**config.mk**
```make
export PLATFORM = sky130hd
export DESIGN_NAME = dram_cmd_sched
export DESIGN_NICKNAME = d
export VERILOG_FILES = /design/src/rtl/global_defs.sv /design/src/rtl/dram_cmd_sched.sv
export SDC_FILE = /design/constraint.sdc
export NUM_CORES = 1
export LEC_CHECK = 0
export ABC_AREA = 1
export CAP_MARGIN = 20
export CORE_MARGIN = 2
export CORE_UTILIZATION = 40
export DETAILED_ROUTE_END_ITERATION = 8
export PLACE_DENSITY = 0.81
export SLEW_MARGIN = 20
export SYNTH_ARGS = -nofsm -noshare
export SYNTH_HDL_FRONTEND = slang
export SYNTH_SLANG_ARGS = --single-unit
```
**constraint.sdc**
```tcl
create_clock -name clk -period 2 [get_ports clk]
set_clock_uncertainty 0.15 [all_clocks]
set_input_delay 0.3 -clock clk [delete_from_list [all_inputs] [get_ports clk]]
set_output_delay 0.3 -clock clk [all_outputs]
set_load 0.01 [all_outputs]
```
**src/rtl/global_defs.sv**
```systemverilog
// rtl/global_defs.sv - shared DRAM command types, timing defaults and address map
package global_defs;

    localparam int ADDR_W = 36;

    typedef enum logic [1:0] {
        CMD_ACT = 2'd0,
        CMD_RD  = 2'd1,
        CMD_WR  = 2'd2,
        CMD_PRE = 2'd3
    } dram_cmd_t;

    // Encoding 2'd3 is reserved and treated as an unknown opcode.
    typedef enum logic [1:0] {
        OP_READ   = 2'd0,
        OP_WRITE  = 2'd1,
        OP_IFETCH = 2'd2
    } opcode_t;

    typedef struct packed {
        opcode_t             opcode;
        logic [ADDR_W-1:0]   address;
        logic [31:0]         time_cpu;
    } parser_out_struct_t;

    localparam int DEF_T_RCD   = 24;
    localparam int DEF_T_RAS   = 52;
    localparam int DEF_T_RP    = 24;
    localparam int DEF_T_CL    = 24;
    localparam int DEF_T_CWL   = 20;
    localparam int DEF_T_BURST = 4;
    localparam int DEF_T_WR    = 20;

    // Address map: row | bg | bank | col, column in the low bits.
    localparam int                COL_OFFSET  = 0;
    localparam logic [ADDR_W-1:0] COL_MASK    = 36'h0_0000_03FF;
    localparam int                BANK_OFFSET = 10;
    localparam logic [ADDR_W-1:0] BANK_MASK   = 36'h0_0000_0003;
    localparam int                BG_OFFSET   = 12;
    localparam logic [ADDR_W-1:0] BG_MASK     = 36'h0_0000_0003;
    localparam int                ROW_OFFSET  = 14;
    localparam logic [ADDR_W-1:0] ROW_MASK    = 36'h0_0000_FFFF;

    function automatic logic opcode_known(input opcode_t op);
        return (op == OP_READ) || (op == OP_WRITE) || (op == OP_IFETCH);
    endfunction

endpackage

```
**src/rtl/dram_cmd_sched.sv**
```systemverilog
// rtl/dram_cmd_sched.sv - single-bank ACT/RD/WR/PRE scheduler, optional trace via DRAM_CMD_TRACE_EN
module dram_cmd_sched
    import global_defs::*;
#(
    parameter int T_RCD   = DEF_T_RCD,
    parameter int T_RAS   = DEF_T_RAS,
    parameter int T_RP    = DEF_T_RP,
    parameter int T_CL    = DEF_T_CL,
    parameter int T_CWL   = DEF_T_CWL,
    parameter int T_BURST = DEF_T_BURST,
    parameter int T_WR    = DEF_T_WR
) (
    input  logic               clk,
    input  logic               rst_n,
    input  logic               req_valid,
    input  parser_out_struct_t req,
    output logic               req_ready,
    output logic               cmd_valid,
    output dram_cmd_t          cmd,
    output logic [1:0]         cmd_bg,
    output logic [1:0]         cmd_bank,
    output logic [15:0]        cmd_row,
    output logic [9:0]         cmd_col,
    output logic               busy
);

    typedef enum logic [2:0] {
        S_IDLE, S_ACT, S_WAIT_RCD, S_RDWR, S_WAIT_PRE, S_PRE, S_WAIT_RP
    } state_t;

    // Cycles spent in each wait state: the command after the wait lands
    // exactly N+1 cycles after the command before it. A zero wait skips the state.
    localparam int RD_SPAN = ((T_RAS - T_RCD) > (T_CL + T_BURST)) ?
                             (T_RAS - T_RCD) : (T_CL + T_BURST);
    localparam int WR_SPAN = ((T_RAS - T_RCD) > (T_CWL + T_BURST + T_WR)) ?
                             (T_RAS - T_RCD) : (T_CWL + T_BURST + T_WR);
    localparam int RCD_WAIT    = T_RCD - 1;
    localparam int RD_PRE_WAIT = RD_SPAN - 1;
    localparam int WR_PRE_WAIT = WR_SPAN - 1;
    localparam int RP_WAIT     = T_RP - 1;

    localparam bit PARAMS_OK =
        (T_RCD   >= 1) && (T_RCD   <= 255) && (T_RAS >= 1) && (T_RAS <= 255) &&
        (T_RP    >= 1) && (T_RP    <= 255) && (T_CL  >= 1) && (T_CL  <= 255) &&
        (T_CWL   >= 1) && (T_CWL   <= 255) && (T_WR  >= 1) && (T_WR  <= 255) &&
        (T_BURST >= 1) && (T_BURST <= 255);
    localparam bit WAITS_FIT = (RD_PRE_WAIT <= 255) && (WR_PRE_WAIT <= 255);

    if (!PARAMS_OK) begin : g_bad_timing
        $error("dram_cmd_sched: every timing parameter must be in 1..255");
    end
    if (!WAITS_FIT) begin : g_bad_span
        $error("dram_cmd_sched: RD/WR-to-PRE wait does not fit the 8-bit counter");
    end

    state_t      state_q, state_d;
    logic [7:0]  cnt_q, cnt_d;
    logic        is_wr_q, is_wr_d;
    logic [1:0]  bg_q, bg_d;
    logic [1:0]  bank_q, bank_d;
    logic [15:0] row_q, row_d;
    logic [9:0]  col_q, col_d;

    logic        accept;
    logic        unused_time;

    assign unused_time = ^req.time_cpu;
    assign req_ready   = (state_q == S_IDLE) && rst_n;
    assign accept      = req_valid && req_ready && opcode_known(req.opcode);
    assign busy        = (state_q != S_IDLE);
    assign cmd_bg      = bg_q;
    assign cmd_bank    = bank_q;
    assign cmd_row     = row_q;

    // Next-state, counter, address latch and command decode
    always_comb begin
        state_d   = state_q;
        cnt_d     = cnt_q;
        is_wr_d   = is_wr_q;
        bg_d      = bg_q;
        bank_d    = bank_q;
        row_d     = row_q;
        col_d     = col_q;
        cmd_valid = 1'b0;
        cmd       = CMD_PRE;
        cmd_col   = 10'd0;
        case (state_q)
            S_IDLE: begin
                if (accept) begin
                    state_d = S_ACT;
                    is_wr_d = (req.opcode == OP_WRITE);
                    col_d   = 10'((req.address >> COL_OFFSET)  & COL_MASK);
                    bank_d  = 2'((req.address  >> BANK_OFFSET) & BANK_MASK);
                    bg_d    = 2'((req.address  >> BG_OFFSET)   & BG_MASK);
                    row_d   = 16'((req.address >> ROW_OFFSET)  & ROW_MASK);
                end
            end
            S_ACT: begin
                cmd_valid = 1'b1;
                cmd       = CMD_ACT;
                cnt_d     = 8'(RCD_WAIT);
                state_d   = (RCD_WAIT == 0) ? S_RDWR : S_WAIT_RCD;
            end
            S_WAIT_RCD: begin
                cnt_d = cnt_q - 8'd1;
                if (cnt_q == 8'd1) state_d = S_RDWR;
            end
            S_RDWR: begin
                cmd_valid = 1'b1;
                cmd       = is_wr_q ? CMD_WR : CMD_RD;
                cmd_col   = col_q;
                cnt_d     = is_wr_q ? 8'(WR_PRE_WAIT) : 8'(RD_PRE_WAIT);
                state_d   = S_WAIT_PRE;
            end
            S_WAIT_PRE: begin
                cnt_d = cnt_q - 8'd1;
                if (cnt_q == 8'd1) state_d = S_PRE;
            end
            S_PRE: begin
                cmd_valid = 1'b1;
                cmd       = CMD_PRE;
                bg_d      = 2'd0;
                bank_d    = 2'd0;
                row_d     = 16'd0;
                col_d     = 10'd0;
                cnt_d     = 8'(RP_WAIT);
                state_d   = (RP_WAIT == 0) ? S_IDLE : S_WAIT_RP;
            end
            S_WAIT_RP: begin
                cnt_d = cnt_q - 8'd1;
                if (cnt_q == 8'd1) state_d = S_IDLE;
            end
            default: state_d = S_IDLE;
        endcase
    end

    // State, counter and latched request fields; reset abandons any open access
    always_ff @(posedge clk or negedge rst_n) begin
        if (!rst_n) begin
            state_q <= S_IDLE;
            cnt_q   <= 8'd0;
            is_wr_q <= 1'b0;
            bg_q    <= 2'd0;
            bank_q  <= 2'd0;
            row_q   <= 16'd0;
            col_q   <= 10'd0;
        end else begin
            state_q <= state_d;
            cnt_q   <= cnt_d;
            is_wr_q <= is_wr_d;
            bg_q    <= bg_d;
            bank_q  <= bank_d;
            row_q   <= row_d;
            col_q   <= col_d;
        end
    end

    // Flag an offered request whose opcode the scheduler cannot serve
    always_ff @(posedge clk) begin
        if (rst_n && req_valid && req_ready) begin
            assert (opcode_known(req.opcode))
            else $error("dram_cmd_sched: unknown opcode %0d left unaccepted", req.opcode);
        end
    end

`ifdef DRAM_CMD_TRACE_EN
    logic [31:0] trace_cyc_q, trace_cyc_d;

    assign trace_cyc_d = trace_cyc_q + 32'd1;

    // Cycle stamp and one trace line per issued command
    always_ff @(posedge clk or negedge rst_n) begin
        if (!rst_n) begin
            trace_cyc_q <= 32'd0;
        end else begin
            trace_cyc_q <= trace_cyc_d;
            if (cmd_valid) begin
                $display("%0h %s %h %h %h|%h", trace_cyc_q, cmd.name(),
                         cmd_bg, cmd_bank, cmd_row, cmd_col);
            end
        end
    end
`else
    // Trace disabled: no extra state and no simulation output.
`endif

endmodule

```
==> results.yml <==
run_status:
  outcome: "completed"
synthesis:
  synth_ff_type: "dfrtp_1"
  yosysTopAreaCell: "dfrtp_1"
  ys_types: 29
  ys_async_sr_fraction_pct: 100
  synth_top_cell_area_share_pct: 50.7
  synth_seq_cells: 42
  syn-num-nets: 336
  yosysMostFrequentCell: "nand2_1"
  netlist_area_mm2: 0.00207
  synthTopCellsByArea: "dfrtp_1 (51%), nand2_1 (14%), nand3_1 (10%)"
  synth_edf_count: 0
  ys_warn_count: 0
  yosysSeqAreaShare_pct: 50.7
  syn_area_per_cell_um2: 7.95
  netlist_instances: 261
  synth_top_cells_by_count: "nand2_1 (80), nand3_1 (43), dfrtp_1 (42)"
drt:
  wl_mm: 4.86
  wl_per_cell_um: 11.8
  viasPerCell: 4.72
  drtPass1Iterations: 4
  drc: 0
  vias: 1944
  drt.antenna.violating_nets: 0
  drtIter0Drc: 105
die:
  die_area_mm2: 0.00578
  rows: 26
  core-area_mm2: 0.00504
  fp.dieW_um: 76.0
  initial_utilization_pct: 41.1
  ios: 108
  die_h_um: 76.0
timing:
  worstMarginPinSlew_ns: 0.389
  finalSetupTns_ns: 0
  hold_viol_final: 0
  timing.final.crit_share_pct: 95.6
  drv_slew: 0
  slew_headroom_pct: 74.0
  fmax_ghz: 0.523
  period_needed_ns: 1.91
  rsz0062_at_grt: "false"
  setup_violations: 0
finish:
  final_nets: 416
  antennaDiodeCount: 0
  drive_above_1_share_pct: 9.94
  syn2layout_area_growth_pct: 44.4
  fill_cells: 453
place:
  gp_congestion: 0.805
  dp_hpwl_mm: 3.47
  io_buffers: 69
setup_path:
  crit_type: "reg2out"
  path_cells: "buf_4, nor2_4, nand2_4, nor2_4, clkdlybuf4s15_1"
  arrival_ns: 1.46
  crit_top_cell: "nor2_4"
  crit_path_end_kind: "primary output"
  critPathRequiredTime_ns: 1.55
  crit_path_max_fanout: 5
  start_kind: "register"
  max_stage_delay_ns: 0.39
  slowest_stage: "dfrtp_1"
pwr:
  p_leak_nw: 1.50
  seq_power_share_pct: 36.7
  power.density_mw_per_mm2: 1330
  p_int_w: 0.00244
  power.switching_w: 0.00155
  comb_power_share_pct: 49.2
  p_sw_share_pct: 38.8
  clock_power_share_pct: 14.1
  total_power_w: 0.00399
  ir_drop_mv: 0.693
global_route:
  grt_pass1_vias: 1854
  grt_pass1_wl_mm: 8.20
  grt_overflow: 0
  grt_max_degree: 44
  antenna_found_initial: 0
  track_usage_pct: 17.6
hold_path:
  hold_class: "reg2reg"
clocking:
  cts_root_buf: "clkbuf_8"
  clock_sinks: 42
  clock_latency_ns: 0.29
  cts_max_level: 2
  clkSlewWorstSetupHoldPaths_ns: 0.08
  cts_tree: "built"
  cts_buffer_depth: 2
  cts_made_buffers: 5
flow_run:
  cap_violations: 0
-- flip-flops by register name, summed over array words and instances (netlist names) --
register,flops
cmd_row,16
col_q,10
cnt_q,8
state_q,3
cmd_bank,2
cmd_bg,2
is_wr_q,1
-- cell usage in the layout (no fill, tap or decap), types with 4 or more instances in the layout --
cell | netlist | layout
clkdlybuf4s15_1 | 0 | 4
clkdlybuf4s50_1 | 0 | 53
nor2_4 | 4 | 5
nand3_1 | 43 | 42
dfrtp_1 | 42 | 42
nor2_1 | 25 | 25
dlygate4sd2_1 | 0 | 11
clkbuf_8 | 0 | 6
buf_4 | 0 | 11
nand2_1 | 80 | 80
inv_1 | 26 | 25
o21ai_0 | 7 | 7
-- cell families after synthesis --
family,share of synthesized area (%)
AND/OR/NAND/NOR,34.6
flip-flops,50.7
buffers and inverters,7.96
AO/OA/AOI/OAI,4.76
XOR/XNOR,0.845
adder cells (fa/ha/maj),1.21
-- layout make-up --
type / instances / area, um^2 / share of cell area [%]
sequential: 42 / 1050 / 35.1
multi-input combinational: 182 / 868 / 29.0
timing repair buffer: 83 / 796 / 26.6
inverter: 27 / 101 / 3.38
tap: 70 / 87.6 / 2.92
clock buffer: 7 / 86.3 / 2.88
clock inverter: 1 / 5.00 / 0.167
-- worst max-delay path, delay by kind of cell (launching register included) --
kind / cells / cell delay [ns]
buffers and inverters: 2 / 0.44
flip-flops: 1 / 0.39
AND/OR/NAND/NOR: 3 / 0.34
-- through the flow --
stage / worst slack [ns] / area, um^2 / std cells / utilization, % / hold WS (ns)
finish: 0.0875 / 3000 / 412 / 59.4 / 0.349
global route: 0.00194 / 3000 / 412 / 59.4 / 0.368
CTS: 0.0445 / 2990 / 412 / 59.2 / 0.354
detailed placement: 0.0682 / 2890 / 403 / 57.4 / 0.308
global placement: 0.0923 / 2890 / 403 / 57.4 / 0.314
floorplan: 0.510 / 2070 / 261 / - / -0.146
-- power by group through the flow --
stage               combinational [W]  clock [W]  sequential (W)
floorplan                     0.00101          0         0.00155
global placement              0.00195          0         0.00146
detailed placement            0.00200          0         0.00148
CTS                           0.00198   0.000575         0.00146
global route                  0.00219   0.000610         0.00151
finish                        0.00196   0.000563         0.00146
-- timing repair --
action                                 CTS  global route
setup buffers                            0             0
setup endpoints to repair               15             8
hold buffers                             1             0
endpoints found under the hold margin   42             0
resized for setup                       17             6
-- per-layer routing --
layer  part of all wire, %  routed length [um]  track usage [%]  vias up
met3                   7.0                 339             5.81        9
met1                    44                2140             21.6      895
met5                     0                   0                0        -
met2                    47                2280             28.7       59
met4                   2.0                  96             6.91        0
li1                      -                   -                -      981
-- path summary, 6_finish.rpt --
| kind | endpoint | cells after the start | start | slack (ns) |
|---|---|---|---|---|
| hold / removal | cmd_row[4] | 2 | cmd_row[4] | 0.35 |
| max in group asynchronous | cmd_row[13] | 3 | rst_n | 0.96 |
| hold reg to reg | cmd_row[4] | 2 | cmd_row[4] | 0.35 |
| setup reg to reg | col_q[1] | 9 | state_q[1] | 0.30 |
| min in group asynchronous | cnt_q[4] | 3 | rst_n | 0.44 |
| setup / recovery | req_ready | 5 | state_q[1] | 0.09 |
Power figures use the tool's default switching activity.
